==> config.mk <==
export PLATFORM = sky130hd
export DESIGN_NAME = sonar_rx_comandos
export DESIGN_NICKNAME = d
export VERILOG_FILES = /design/src/rtl/sonar_pkg.sv /design/src/rtl/sonar_rx_comandos_contador_baud.sv /design/src/rtl/sonar_rx_comandos.sv
export SDC_FILE = /design/constraint.sdc
export NUM_CORES = 1
export LEC_CHECK = 0
export CAP_MARGIN = 10
export CORE_MARGIN = 2
export CORE_UTILIZATION = 32
export DETAILED_ROUTE_END_ITERATION = 7
export PLACE_DENSITY = 0.47
export SLEW_MARGIN = 0
export SYNTH_ARGS = -nofsm -noshare
export SYNTH_HDL_FRONTEND = slang
export SYNTH_SLANG_ARGS = --single-unit
export TNS_END_PERCENT = 100
==> constraint.sdc <==
create_clock -name clock -period 2.45 [get_ports clock]
set_input_delay 0.6125 -clock clock [delete_from_list [all_inputs] [get_ports clock]]
set_output_delay 0.6125 -clock clock [all_outputs]
set_load 0.1 [all_outputs]
==> src/rtl/sonar_pkg.sv <==
// Shared definitions for the sonar command receiver: FSM state codes (also shown on
// the debug display) and the ASCII command set with its decoder.
package sonar_pkg;

  typedef enum logic [3:0] {
    INICIAL     = 4'd0,
    START       = 4'd1,
    DADOS       = 4'd2,
    PARIDADE    = 4'd3,
    STOP        = 4'd4,
    ENTREGA     = 4'd5,
    ESPERA_ALTO = 4'd6
  } estado_t;

  localparam logic [7:0] CMD_LIGAR_U     = 8'h4C;
  localparam logic [7:0] CMD_LIGAR_L     = 8'h6C;
  localparam logic [7:0] CMD_DESLIGAR_U  = 8'h44;
  localparam logic [7:0] CMD_DESLIGAR_L  = 8'h64;
  localparam logic [7:0] CMD_REINICIA_U  = 8'h52;
  localparam logic [7:0] CMD_REINICIA_L  = 8'h72;

  typedef enum logic [1:0] {
    CMD_NENHUM,
    CMD_LIGA,
    CMD_DESLIGA,
    CMD_REINICIA
  } cmd_t;

  function automatic cmd_t decodifica(input logic [7:0] b);
    case (b)
      CMD_LIGAR_U,    CMD_LIGAR_L:    return CMD_LIGA;
      CMD_DESLIGAR_U, CMD_DESLIGAR_L: return CMD_DESLIGA;
      CMD_REINICIA_U, CMD_REINICIA_L: return CMD_REINICIA;
      default:                        return CMD_NENHUM;
    endcase
  endfunction

endpackage

==> src/rtl/sonar_rx_comandos_contador_baud.sv <==
// Bit-timing counter: counts 0..M-1 while enabled, wraps, and flags the half-bit
// (meio) and full-bit (fim) points. Clear has priority over enable.
module contador_baud #(
  parameter int unsigned M = 434
) (
  input  logic clk_i,
  input  logic rst_n_i,
  input  logic limpa_i,
  input  logic conta_i,
  output logic fim_o,
  output logic meio_o
);

  localparam int unsigned W = (M > 2) ? $clog2(M) : 1;

  logic [W-1:0] cont_q, cont_d;

  always_comb begin
    cont_d = cont_q;
    if (limpa_i)
      cont_d = '0;
    else if (conta_i)
      cont_d = fim_o ? '0 : cont_q + 1'b1;
  end

  always_ff @(posedge clk_i or negedge rst_n_i) begin
    if (!rst_n_i) cont_q <= '0;
    else          cont_q <= cont_d;
  end

  assign fim_o  = (cont_q == W'(M - 1));
  assign meio_o = (cont_q == W'(M / 2 - 1));

endmodule

==> src/rtl/sonar_rx_comandos.sv <==
// UART receiver for the sonar command channel with ASCII command decode.
// Default frame is 8N1; defining RX_PARIDADE_EN selects 8E1 and adds erro_paridade.
module sonar_rx_comandos
  import sonar_pkg::*;
#(
  parameter int unsigned CLK_FREQ = 50_000_000,
  parameter int unsigned BAUD     = 115200
) (
  input  logic       clock,
  input  logic       reset,
  input  logic       entrada_serial,
  output logic [7:0] dado,
  output logic       pronto,
  output logic       erro_framing,
  output logic       ligar,
  output logic       reinicia,
  output logic       cmd_invalido,
`ifdef RX_PARIDADE_EN
  output logic       erro_paridade,
`endif
  output logic [3:0] db_estado
);

  localparam int unsigned CICLOS_BIT = CLK_FREQ / BAUD;

  logic [1:0] sinc_q;
  logic       rx;
  estado_t    estado_q, estado_d;
  logic [7:0] shift_q, shift_d;
  logic [2:0] idx_q, idx_d;
  logic       fim, meio, limpa, conta;

  logic [7:0] dado_q, dado_d;
  logic       pronto_q, pronto_d;
  logic       erro_framing_q, erro_framing_d;
  logic       ligar_q, ligar_d;
  logic       reinicia_q, reinicia_d;
  logic       cmd_invalido_q, cmd_invalido_d;
`ifdef RX_PARIDADE_EN
  logic       paridade_q, paridade_d;
  logic       erro_paridade_q, erro_paridade_d;
`endif

  assign rx = sinc_q[1];

  // Counter restarts on every state change, so each state times from its own entry.
  assign limpa = (estado_d != estado_q);
  assign conta = (estado_q == START) || (estado_q == DADOS) ||
                 (estado_q == PARIDADE) || (estado_q == STOP);

  contador_baud #(.M(CICLOS_BIT)) u_contador (
    .clk_i   (clock),
    .rst_n_i (reset),
    .limpa_i (limpa),
    .conta_i (conta),
    .fim_o   (fim),
    .meio_o  (meio)
  );

  always_ff @(posedge clock or negedge reset) begin
    if (!reset) begin
      sinc_q         <= '1;
      estado_q       <= INICIAL;
      shift_q        <= '0;
      idx_q          <= '0;
      dado_q         <= '0;
      pronto_q       <= 1'b0;
      erro_framing_q <= 1'b0;
      ligar_q        <= 1'b0;
      reinicia_q     <= 1'b0;
      cmd_invalido_q <= 1'b0;
`ifdef RX_PARIDADE_EN
      paridade_q      <= 1'b0;
      erro_paridade_q <= 1'b0;
`endif
    end else begin
      sinc_q         <= {sinc_q[0], entrada_serial};
      estado_q       <= estado_d;
      shift_q        <= shift_d;
      idx_q          <= idx_d;
      dado_q         <= dado_d;
      pronto_q       <= pronto_d;
      erro_framing_q <= erro_framing_d;
      ligar_q        <= ligar_d;
      reinicia_q     <= reinicia_d;
      cmd_invalido_q <= cmd_invalido_d;
`ifdef RX_PARIDADE_EN
      paridade_q      <= paridade_d;
      erro_paridade_q <= erro_paridade_d;
`endif
    end
  end

  always_comb begin
    estado_d = estado_q;
    shift_d  = shift_q;
    idx_d    = idx_q;
`ifdef RX_PARIDADE_EN
    paridade_d = paridade_q;
`endif
    case (estado_q)
      INICIAL: begin
        idx_d = '0;
        if (!rx) estado_d = START;
      end
      START: begin
        if (meio) estado_d = rx ? INICIAL : DADOS;
      end
      DADOS: begin
        if (fim) begin
          shift_d = {rx, shift_q[7:1]};
          idx_d   = idx_q + 3'd1;
          if (idx_q == 3'd7) begin
`ifdef RX_PARIDADE_EN
            estado_d = PARIDADE;
`else
            estado_d = STOP;
`endif
          end
        end
      end
`ifdef RX_PARIDADE_EN
      PARIDADE: begin
        if (fim) begin
          paridade_d = rx;
          estado_d   = STOP;
        end
      end
`endif
      STOP: begin
        if (fim) estado_d = rx ? ENTREGA : ESPERA_ALTO;
      end
      ENTREGA:     estado_d = INICIAL;
      ESPERA_ALTO: if (rx) estado_d = INICIAL;
      default:     estado_d = INICIAL;
    endcase
  end

  always_comb begin
    logic aceito;
    dado_d         = dado_q;
    ligar_d        = ligar_q;
    pronto_d       = 1'b0;
    erro_framing_d = 1'b0;
    reinicia_d     = 1'b0;
    cmd_invalido_d = 1'b0;
    aceito         = 1'b1;
`ifdef RX_PARIDADE_EN
    erro_paridade_d = 1'b0;
    aceito          = ~^{shift_q, paridade_q};
`endif
    if ((estado_q == STOP) && fim && !rx)
      erro_framing_d = 1'b1;
    if (estado_q == ENTREGA) begin
`ifdef RX_PARIDADE_EN
      erro_paridade_d = ~aceito;
`endif
      if (aceito) begin
        dado_d   = shift_q;
        pronto_d = 1'b1;
        case (decodifica(shift_q))
          CMD_LIGA:     ligar_d        = 1'b1;
          CMD_DESLIGA:  ligar_d        = 1'b0;
          CMD_REINICIA: reinicia_d     = 1'b1;
          default:      cmd_invalido_d = 1'b1;
        endcase
      end
    end
  end

  assign dado         = dado_q;
  assign pronto       = pronto_q;
  assign erro_framing = erro_framing_q;
  assign ligar        = ligar_q;
  assign reinicia     = reinicia_q;
  assign cmd_invalido = cmd_invalido_q;
`ifdef RX_PARIDADE_EN
  assign erro_paridade = erro_paridade_q;
`endif
  assign db_estado    = estado_q;

endmodule

Word-level counts from Yosys, hierarchy flattened
Cells that the tools add are included.
{"block": "classes", "muxes": 23, "add_sub_neg": 2, "n_reduce_logical": 17, "n_eq_ne": 20}
{"cell": "8-bit by 7-bit == test with 1-bit output (second input constant)", "count": 6}
{"cell": "9-bit two-way mux", "count": 3}
{"cell": "4-bit two-way mux", "count": 6}
{"cell": "4-bit case mux with 5 select lines", "count": 1}
{"cell": "4-bit by 3-bit == test with 1-bit output (second input constant)", "count": 3}
{"cell": "9-bit by 1-bit adder with 9-bit output (second input constant)", "count": 1}
{"cell": "9-bit by 8-bit == test with 1-bit output (second input constant)", "count": 1}
{"cell": "9-bit == test (second input constant)", "count": 1}
{"cell": "4-bit by 2-bit == test with 1-bit output (second input constant)", "count": 2}
{"cell": "1-bit two-way mux", "count": 6}
{"cell": "2-bit two-way mux", "count": 3}
{"cell": "2-bit case mux with 3 select lines", "count": 1}
{"cell": "3-bit case mux with 2 select lines", "count": 1}
{"cell": "2-bit AND reduction", "count": 3}
{"cell": "2-bit nonzero test", "count": 3}
{"cell": "2-bit OR reduction", "count": 3}
{"cell": "2-bit == test (second input constant)", "count": 2}
{"cell": "4-bit by 1-bit == test with 1-bit output (second input constant)", "count": 1}
{"cell": "4-bit zero test", "count": 1}
{"cell": "4-bit != test", "count": 1}
{"cell": "3-bit by 1-bit adder with 3-bit output (second input constant)", "count": 1}
{"cell": "3-bit == test (second input constant)", "count": 1}
{"cell": "1-bit logical OR", "count": 3}
{"cell": "3-bit two-way mux", "count": 1}
{"cell": "other kinds (6)", "count": 7}
{"block": "word_totals", "regBits": 39, "out_inout_bits": 17, "in_bits": 3}

Depth between registers and ports, before layout
Gate-level depths: netlist of run 1.
{"block": "logic_depth", "word_depth": 8, "mapped_depth": 7}

Cells and area by module
Synthesis of run 1 repeated with hierarchy kept, for this count alone.
{"block": "unflattened", "hier_cells": 175, "area_unflattened_um2": 1990.7}
{"module": "sonar_rx_comandos", "area_per_inst_um2": 1440.1, "n_inst": 1, "cells_each": 117, "seq_area_each_um2": 753.2}
{"module": "contador_baud", "area_per_inst_um2": 550.5, "n_inst": 1, "cells_each": 58, "seq_area_each_um2": 225.2}

Worst setup path after synthesis of run 1
OpenSTA, ideal clock, no wires.
{"block": "synth_path", "path_kind": "register to register", "startpoint": "register estado_q[2], in the netlist db_estado[2]", "endpoint": "register dado_q[0], in the netlist dado[0]", "path_slack_ps": 13, "t_required_ps": 2325, "period_less_slack_ps": 2437, "stages_incl_launch_ff": 7, "setup_time_ps": 125, "t_arrival_ps": 2312, "cell_sequence": "dfrtp_1 -> buf_6 -> or2b_2 -> nor2_1 -> and2_1 -> buf_2 -> mux2_2"}
{"block": "synth_via", "elab_chain_len": 1}
{"element": "start: declaration", "line_no": "sonar_rx_comandos.sv:28", "text": "estado_t estado_q, estado_d;"}
{"element": "start signal: assignment", "line_no": "sonar_rx_comandos.sv:78", "text": "estado_q <= estado_d;"}
{"element": "4-bit by 3-bit == test with 1-bit output", "line_no": "sonar_rx_comandos.sv:154", "text": "if (estado_q == ENTREGA) begin"}
{"element": "end signal: assignment", "line_no": "sonar_rx_comandos.sv:81", "text": "dado_q <= dado_d;"}
{"element": "end: declaration", "line_no": "sonar_rx_comandos.sv:33", "text": "logic [7:0] dado_q, dado_d;"}
Every way passes these cells.
A chain may end at the register's enable or synchronous reset.

Worst setup path in the final report of run 1
{"block": "layout_path", "startpoint": "register estado_q[2], in the netlist db_estado[2]", "endpoint": "register dado_q[7], in the netlist dado[7]"}
Same word-level chain as after synthesis.

==> report_table.html, run 1 <==
<table>
<tr><th>Metric</th><th>Value</th></tr>
<tr><th colspan="2">Outcome</th></tr>
<tr><td>Outcome</td><td>complete, no violations</td></tr>
<tr><th colspan="2">Logic synthesis</th></tr>
<tr><td>Mapped Nets</td><td>180</td></tr>
<tr><td>Portion of the post-synthesis area used by sequential elements</td><td>0.504</td></tr>
<tr><td>Post-synthesis cell type count</td><td>47</td></tr>
<tr><td>Area share of and/or/nand/nor cells after synthesis</td><td>0.176</td></tr>
<tr><td>Syn Inst Count</td><td>around 170</td></tr>
<tr><td>Netlist area before placement</td><td>roughly 0.0019 mm^2</td></tr>
<tr><td>Share of cell area taken by muxes after synthesis</td><td>0.103</td></tr>
<tr><td>Number of flops mapped to enable cells by yosys</td><td>0</td></tr>
<tr><td>Synth Area per Inst</td><td>11.5 um^2</td></tr>
<tr><td>Most common flop cell mapped by yosys</td><td>dfrtp_1</td></tr>
<tr><td>Combinational family with the most area after synthesis</td><td>simple AND/OR/NAND/NOR gates</td></tr>
<tr><td>Synthesized-area fraction occupied by adder cells</td><td>0.0515</td></tr>
<tr><td>Yosys reg bits</td><td>39</td></tr>
<tr><td>Complex-gate fraction of the synthesized area</td><td>0.117</td></tr>
<tr><td>Yosys warnings</td><td>0</td></tr>
<tr><td>Parity-gate share of the synthesized area counting xor and xnor cells</td><td>0.00902</td></tr>
<tr><td>Async set or reset register ratio after synthesis</td><td>1.00</td></tr>
<tr><th colspan="2">Floorplanning</th></tr>
<tr><td>Die area</td><td>0.00671 mm^2</td></tr>
<tr><td>Initial core utilization</td><td>0.330</td></tr>
<tr><td>Placement row count</td><td>28</td></tr>
<tr><td>Overall die width</td><td>~82 um</td></tr>
<tr><td>Number of ports placed on the die boundary</td><td>20</td></tr>
<tr><td>Overall die height</td><td>slightly above 80 um</td></tr>
<tr><td>Placeable Area</td><td>around 0.0059 mm^2</td></tr>
<tr><th colspan="2">Pwr</th></tr>
<tr><td>Cell Pwr Density</td><td>529 mW/mm^2</td></tr>
<tr><td>Net switching power</td><td>0.310 mW</td></tr>
<tr><td>P_int</td><td>just under 0.9 mW</td></tr>
<tr><td>Clock power share</td><td>0.379</td></tr>
<tr><td>Worst vdd rail ir drop</td><td>about 220 uV</td></tr>
<tr><td>Final Power</td><td>roughly 1.2 mW</td></tr>
<tr><td>Leakage</td><td>1.05 nW</td></tr>
<tr><td>Switching Share</td><td>0.262</td></tr>
<tr><td>Part of the total power dissipated in combinational logic</td><td>0.061</td></tr>
<tr><td>Portion of total power attributed to sequential cells</td><td>0.560</td></tr>
<tr><th colspan="2">Global routing</th></tr>
<tr><td>Pin count of the biggest net entering global routing</td><td>40</td></tr>
<tr><td>Total overflow reported by the global router</td><td>0</td></tr>
<tr><td>Overall routing resource usage</td><td>0.123</td></tr>
<tr><td>Number of antenna violations at the first check in global routing</td><td>0</td></tr>
<tr><td>Vias in the first global route</td><td>~1300</td></tr>
<tr><td>First-pass GRT wire length</td><td>~6.3 mm</td></tr>
<tr><th colspan="2">Placement</th></tr>
<tr><td>I/O Buffers</td><td>19</td></tr>
<tr><td>Placement Cell Area</td><td>~0.0021 mm^2</td></tr>
<tr><td>HPWL Detailed</td><td>between 2 and 3 mm</td></tr>
<tr><td>Cell Count Post-Placement</td><td>~260</td></tr>
<tr><td>Final weighted congestion in routability-driven placement</td><td>about 0.83</td></tr>
<tr><td>Setup slack at placement</td><td>about 410 ps</td></tr>
<tr><th colspan="2">Timing</th></tr>
<tr><td>Unrepaired setup endpoints after global routing</td><td>false</td></tr>
<tr><td>Measured slew at the worst slew-check pin</td><td>roughly 890 ps</td></tr>
<tr><td>Minimum period implied by the final worst setup slack</td><td>a little over 2000 ps</td></tr>
<tr><td>Clock Skews</td><td>roughly 7.4 ps</td></tr>
<tr><td>Setup TNS</td><td>0 ps</td></tr>
<tr><td>Final setup margin</td><td>403 ps</td></tr>
<tr><td>Max_slew headroom</td><td>0.407</td></tr>
<tr><td>Period utilisation layout</td><td>0.835</td></tr>
<tr><td>Number of endpoints with negative hold slack in the final report</td><td>0</td></tr>
<tr><td>F_max</td><td>between 400 and 500 MHz</td></tr>
<tr><td>Worst hold slack</td><td>~350 ps</td></tr>
<tr><td>Setup violators final</td><td>0</td></tr>
<tr><td>Slew Limit Fails</td><td>0</td></tr>
<tr><th colspan="2">Routing</th></tr>
<tr><td>Remaining number of nets flagged by the antenna check after routing</td><td>0</td></tr>
<tr><td>Via count normalized by instance count</td><td>5.10</td></tr>
<tr><td>Routed length per placed instance</td><td>between 10 and 15 um</td></tr>
<tr><td>DRC</td><td>0</td></tr>
<tr><td>DRT iter0 DRCs</td><td>46</td></tr>
<tr><td>Total routed wirelength</td><td>roughly 3.7 mm</td></tr>
<tr><td>DRT Pass-1 Iters</td><td>4</td></tr>
<tr><td>Routed vias</td><td>between 1000 and 1500</td></tr>
<tr><th colspan="2">CTS</th></tr>
<tr><td>Number of hold buffers added after CTS</td><td>0</td></tr>
<tr><td>Clock Path Buffers</td><td>2</td></tr>
<tr><td>Number of buffers added by the clock tree synthesis step</td><td>5</td></tr>
<tr><td>Resized Gates After CTS</td><td>0</td></tr>
<tr><td>Clock tree root driver cell</td><td>clkbuf_8</td></tr>
<tr><td>CTS H-tree lvls</td><td>2</td></tr>
<tr><td>Clock transition time at the flip-flop clock pins of the worst setup and hold paths</td><td>about 90 ps</td></tr>
<tr><td>Buffers inserted by post-CTS timing repair</td><td>0</td></tr>
<tr><td>CTS tree</td><td>done</td></tr>
<tr><td>Number of clock sinks seen by CTS</td><td>39</td></tr>
<tr><td>Worst-skew pair later-pin latency</td><td>roughly 290 ps</td></tr>
<tr><th colspan="2">Setup path</th></tr>
<tr><td>Required time at the endpoint of the critical path</td><td>roughly 2600 ps</td></tr>
<tr><td>Element type at the critical path start</td><td>flop</td></tr>
<tr><td>Data arrival time of the worst path</td><td>about 2200 ps</td></tr>
<tr><td>Biggest fanout along the worst timing path</td><td>10</td></tr>
<tr><td>Nature of the critical path endpoint</td><td>flop</td></tr>
<tr><td>WS Path Type</td><td>reg2reg</td></tr>
<tr><td>Flop-to-flop setup slack</td><td>about 400 ps</td></tr>
<tr><th colspan="2">Layout</th></tr>
<tr><td>Final Cell Area</td><td>about 0.0022 mm^2</td></tr>
<tr><td>Fill cells</td><td>600</td></tr>
<tr><td>Non-filler cells in the finished layout</td><td>266</td></tr>
<tr><td>Storage element area</td><td>978 um^2</td></tr>
<tr><td>Area added between synthesis and finish</td><td>14.9%</td></tr>
<tr><td>Nets</td><td>201</td></tr>
<tr><td>Multi-input gate area in the final layout</td><td>890 um^2</td></tr>
<tr><td>Number of diodes</td><td>0</td></tr>
<tr><td>Fraction of final layout cells with drive strength greater than 1</td><td>0.298</td></tr>
<tr><td>Core utilization of the finished layout</td><td>0.379</td></tr>
<tr><th colspan="2">Worst hold path</th></tr>
<tr><td>Class of the tightest hold or removal check</td><td>reg2reg</td></tr>
<tr><th colspan="2">Run</th></tr>
<tr><td>Max-capacitance violation count</td><td>0</td></tr>
</table>
-- registers in the layout, indices dropped and copies added (netlist names), 2 cells and up --
name,count
shift_q,8
u_contador.cont_q,9
db_estado,4
dado,8
sinc_q,2
idx_q,3
-- cells in the mapped netlist, drive strengths merged (2+ instances only) --
cell	count	share of area
dfrtp	37	0.48
mux2	16	0.093
nor2	14	0.027
nand2	9	0.017
a21oi	8	0.021
ha	8	0.052
nand3	8	0.023
inv	7	0.014
a22o	5	0.023
buf	5	0.023
and3	4	0.014
a211oi	3	0.017
a31oi	3	0.0097
nand4	3	0.013
nor4b	3	0.014
o21ai	3	0.0077
or3	3	0.0097
a311oi	2	0.012
and4	2	0.011
dfstp	2	0.027
mux2i	2	0.010
nor2b	2	0.0064
nor3	2	0.0052
nor3b	2	0.0077
-- final cells by class --
cell class                      count  share of cell area
Clock inverter                      3              0.0107
Inverter                            7              0.0118
Tap cell                           75              0.0421
Timing Repair Buffer               20              0.0673
Clock buffer                        5              0.0308
Sequential cell                    39               0.439
Multi-Input combinational cell    117               0.399
-- power groups by stage --
stage	Clock [mW]	Combinational [mW]	Sequential [mW]
floorplan	0	0.0302	0.688
global placement	0	0.0743	0.674
detailed placement	0	0.0749	0.674
CTS	0.475	0.0750	0.661
global route	0.506	0.0813	0.663
finish	0.447	0.0724	0.661
-- layout by cell type (no fill, tap or decap), types with 2 or more instances in the layout --
cell and n:
dfrtp_1 37, nor4b_1 3, clkbuf_8 5, inv_1 7, nand2_1 9, nand3_1 7
nor3b_1 2, dfstp_2 2, a211oi_2 2, mux2i_1 2, nor2b_1 2, or3_1 3
and3_1 3, nor2_1 14, buf_4 18, ha_1 8, a31oi_1 3, clkinvlp_4 2
mux2_2 16, a22o_1 5, nand4_1 2, nor3_1 2, a21oi_1 8, o21ai_0 3
-- per-layer routing --
metal | track usage | vias to the layer above | part of all wire
met2 | 0.186 | 22 | 0.47
met1 | 0.164 | 675 | 0.49
met4 | 0.0400 | 0 | 0.0062
met3 | 0.0407 | 2 | 0.034
met5 | 0 | - | 0
li1 | - | 657 | -
-- final timing paths --
path / startpoint / endpoint / depth (start not counted)
setup / recovery: db_estado[2]$_DFF_PN0_ / dado[7]$_DFFE_PN0P_ / 4
hold reg to reg: sinc_q[0]$_DFF_PN1_ / sinc_q[1]$_DFF_PN1_ / 0
max in group asynchronous: reset / shift_q[2]$_DFFE_PN0P_ / 1
hold / removal: sinc_q[0]$_DFF_PN1_ / sinc_q[1]$_DFF_PN1_ / 0
setup reg to reg: db_estado[2]$_DFF_PN0_ / dado[7]$_DFFE_PN0P_ / 4
min in group asynchronous: reset / u_contador.cont_q[7]$_DFFE_PN0P_ / 1
-- logic make-up after synthesis --
group,after synthesis
AND/OR/NAND/NOR,59
adder cells (fa/ha/maj),8
multiplexers,18
AO/OA/AOI/OAI,29
XOR/XNOR,2
buffers and inverters,13
flip-flops,39
other,1
-- critical path, stage by stage (launching register included) --
cell,delay [ps]
dfrtp_1,500
or2b_2,340
nor2_1,250
and2_1,460
mux2_2,390
Power figures use the tool's default switching activity.
==> run 2, diff against run 1 <==
PLACE_DENSITY = 0.49   (was 0.47)
clock period = 1.8 ns   (was 2.45 ns; I/O delays follow)
==> report_table.html, run 2 (synthesis results as in run 1) <==
<table>
<tr><th>Metric</th><th>Value</th></tr>
<tr><th colspan="2">Outcome</th></tr>
<tr><td>Outcome</td><td>complete, no violations</td></tr>
<tr><th colspan="2">Timing</th></tr>
<tr><td>Measured slew at the worst slew-check pin</td><td>between 500 and 600 ps</td></tr>
<tr><td>Unrepaired setup endpoints after global routing</td><td>true</td></tr>
<tr><td>Period utilisation layout</td><td>0.961</td></tr>
<tr><td>F_max</td><td>578 MHz</td></tr>
<tr><td>Number of endpoints with negative hold slack in the final report</td><td>0</td></tr>
<tr><td>Setup violators final</td><td>0</td></tr>
<tr><td>Clock Skews</td><td>10.5 ps</td></tr>
<tr><td>Setup TNS</td><td>0 ps</td></tr>
<tr><td>Slew Limit Fails</td><td>0</td></tr>
<tr><td>Minimum period implied by the final worst setup slack</td><td>between 1500 and 2000 ps</td></tr>
<tr><td>Max_slew headroom</td><td>0.613</td></tr>
<tr><th colspan="2">Global routing</th></tr>
<tr><td>Number of antenna violations at the first check in global routing</td><td>0</td></tr>
<tr><td>Vias in the first global route</td><td>1429</td></tr>
<tr><td>First-pass GRT wire length</td><td>6.77 mm</td></tr>
<tr><td>Total overflow reported by the global router</td><td>0</td></tr>
<tr><td>Pin count of the biggest net entering global routing</td><td>27</td></tr>
<tr><td>Overall routing resource usage</td><td>0.135</td></tr>
<tr><th colspan="2">Setup path</th></tr>
<tr><td>Element type at the critical path start</td><td>flop</td></tr>
<tr><td>Critical path buffers and inverters</td><td>1</td></tr>
<tr><td>Required time at the endpoint of the critical path</td><td>about 2000 ps</td></tr>
<tr><td>Cells along the critical path</td><td>or2b_4 -&gt; nor2_4 -&gt; a311o_1 -&gt; o2bb2ai_2 -&gt; buf_12 -&gt; a311oi_2</td></tr>
<tr><td>Slowest cell on crit path</td><td>dfrtp_4</td></tr>
<tr><td>Delay-heaviest family, CP</td><td>compound AO/OA/AOI/OAI gates</td></tr>
<tr><td>WS Path Type</td><td>reg2reg</td></tr>
<tr><td>Biggest fanout along the worst timing path</td><td>9</td></tr>
<tr><td>Nature of the critical path endpoint</td><td>flop</td></tr>
<tr><td>Data arrival time of the worst path</td><td>between 1500 and 2000 ps</td></tr>
<tr><td>Slowest stage delay, CP</td><td>about 530 ps</td></tr>
<tr><th colspan="2">CTS</th></tr>
<tr><td>Number of buffers added by the clock tree synthesis step</td><td>5</td></tr>
<tr><td>CTS tree</td><td>done</td></tr>
<tr><td>Clock Path Buffers</td><td>2</td></tr>
<tr><td>CTS H-tree lvls</td><td>2</td></tr>
<tr><td>Number of clock sinks seen by CTS</td><td>39</td></tr>
<tr><td>Clock tree root driver cell</td><td>clkbuf_8</td></tr>
<tr><td>Clock transition time at the flip-flop clock pins of the worst setup and hold paths</td><td>roughly 90 ps</td></tr>
<tr><td>Worst-skew pair later-pin latency</td><td>roughly 300 ps</td></tr>
<tr><th colspan="2">Layout</th></tr>
<tr><td>Top library cells by usage in the layout, fill and taps aside</td><td>dfrtp_1, buf_4, buf_12, nor2_1, nand2_1</td></tr>
<tr><td>Number of diodes</td><td>0</td></tr>
<tr><td>Max FFs per register</td><td>9</td></tr>
<tr><td>Fill cells</td><td>540</td></tr>
<tr><td>Nets</td><td>220</td></tr>
<tr><td>Area added between synthesis and finish</td><td>38.4%</td></tr>
<tr><td>Register with the highest flop count</td><td>u_contador.cont_q</td></tr>
<tr><td>Fraction of final layout cells with drive strength greater than 1</td><td>0.429</td></tr>
<tr><td>Most common library cell in the layout ignoring fill and taps</td><td>dfrtp_1</td></tr>
<tr><th colspan="2">Routing</th></tr>
<tr><td>DRT iter0 DRCs</td><td>110</td></tr>
<tr><td>DRT Pass-1 Iters</td><td>4</td></tr>
<tr><td>DRC</td><td>0</td></tr>
<tr><td>Remaining number of nets flagged by the antenna check after routing</td><td>0</td></tr>
<tr><td>Routed length per placed instance</td><td>14.1 um</td></tr>
<tr><td>Total routed wirelength</td><td>~4 mm</td></tr>
<tr><td>Routed vias</td><td>between 1000 and 1500</td></tr>
<tr><td>Via count normalized by instance count</td><td>roughly 5</td></tr>
<tr><th colspan="2">Floorplanning</th></tr>
<tr><td>Overall die height</td><td>between 80 and 90 um</td></tr>
<tr><td>Die area</td><td>around 0.0067 mm^2</td></tr>
<tr><td>Placeable Area</td><td>just under 0.006 mm^2</td></tr>
<tr><td>Initial core utilization</td><td>0.330</td></tr>
<tr><td>Overall die width</td><td>between 80 and 90 um</td></tr>
<tr><td>Number of ports placed on the die boundary</td><td>20</td></tr>
<tr><td>Placement row count</td><td>28</td></tr>
<tr><th colspan="2">Run</th></tr>
<tr><td>Max-capacitance violation count</td><td>0</td></tr>
<tr><th colspan="2">Worst hold path</th></tr>
<tr><td>Class of the tightest hold or removal check</td><td>in2async</td></tr>
<tr><th colspan="2">Pwr</th></tr>
<tr><td>Part of the total power dissipated in combinational logic</td><td>0.088</td></tr>
<tr><td>Net switching power</td><td>0.430 mW</td></tr>
<tr><td>P_int</td><td>~1.2 mW</td></tr>
<tr><td>Cell Pwr Density</td><td>roughly 610 mW/mm^2</td></tr>
<tr><td>Clock power share</td><td>0.368</td></tr>
<tr><td>Portion of total power attributed to sequential cells</td><td>0.543</td></tr>
<tr><td>Switching Share</td><td>0.260</td></tr>
<tr><td>Worst vdd rail ir drop</td><td>between 300 and 400 uV</td></tr>
<tr><td>Final Power</td><td>approximately 1.7 mW</td></tr>
<tr><td>Leakage</td><td>1.21 nW</td></tr>
<tr><th colspan="2">Placement</th></tr>
<tr><td>HPWL Detailed</td><td>between 2 and 3 mm</td></tr>
<tr><td>I/O Buffers</td><td>19</td></tr>
<tr><td>Final weighted congestion in routability-driven placement</td><td>0.885</td></tr>
</table>
-- run 2: layout make-up --
class | count | area [um^2] | share of cell area
Clock inverter | 3 | 23.8 | 0.00885
Timing Repair Buffer | 39 | 518 | 0.193
Tap cell | 75 | 93.8 | 0.0349
Inverter | 7 | 26.3 | 0.00978
Multi-Input combinational cell | 117 | 963 | 0.358
Clock buffer | 5 | 68.8 | 0.0256
Sequential cell | 39 | 993 | 0.370
-- run 2: path summary, 6_finish.rpt --
check                                       startpoint                                to  slack [ps]  cells after the start
max in group asynchronous                        reset            shift_q[1]$_DFFE_PN0P_        1100                      2
min in group clock                 sinc_q[0]$_DFF_PN1_               sinc_q[1]$_DFF_PN1_         360                      0
worst min register to register     sinc_q[0]$_DFF_PN1_               sinc_q[1]$_DFF_PN1_         360                      0
worst max register to register  db_estado[2]$_DFF_PN0_  u_contador.cont_q[8]$_DFFE_PN0P_          70                      6
worst min-delay path                             reset            db_estado[3]$_DFF_PN0_         150                      1
worst max-delay path            db_estado[2]$_DFF_PN0_  u_contador.cont_q[8]$_DFFE_PN0P_          70                      6
-- run 2: through the flow --
step           setup slack, ps  area, um^2  cells  utilization  hold WS [ps]
6_report                  70.4        2690    285        0.457           145
3_3_place_gp              76.6        2540    274        0.432           348
3_5_place_dp              50.2        2540    274        0.432           348
5_1_grt                  -30.5        2690    285        0.457           181
2_1_floorplan            -83.2        2020    169            -           154
4_1_cts                   1.35        2640    282        0.448           167
-- run 2: routing by layer --
layer	global-route usage	vias up	routed length [um]
met2	0.206	26	1920
met4	0.0500	0	38
met5	0	-	0
met3	0.0418	4	158
met1	0.179	717	1900
li1	-	701	-
-- run 2: power by group through the flow --
| stage | clock network, mW | registers (mW) | logic, mW |
|---|---|---|---|
| 6_report | 0.608 | 0.897 | 0.146 |
| 5_1_grt | 0.666 | 0.899 | 0.160 |
| 4_1_cts | 0.635 | 0.896 | 0.147 |
| 3_5_place_dp | 0 | 0.914 | 0.146 |
| 3_3_place_gp | 0 | 0.913 | 0.145 |
| 2_1_floorplan | 0 | 0.940 | 0.0451 |
-- run 2: repair_timing --
item,in CTS,in global routing
setup endpoints to repair,0,4
buffers inserted,0,3
hold buffers,0,0
gates resized for setup,0,7
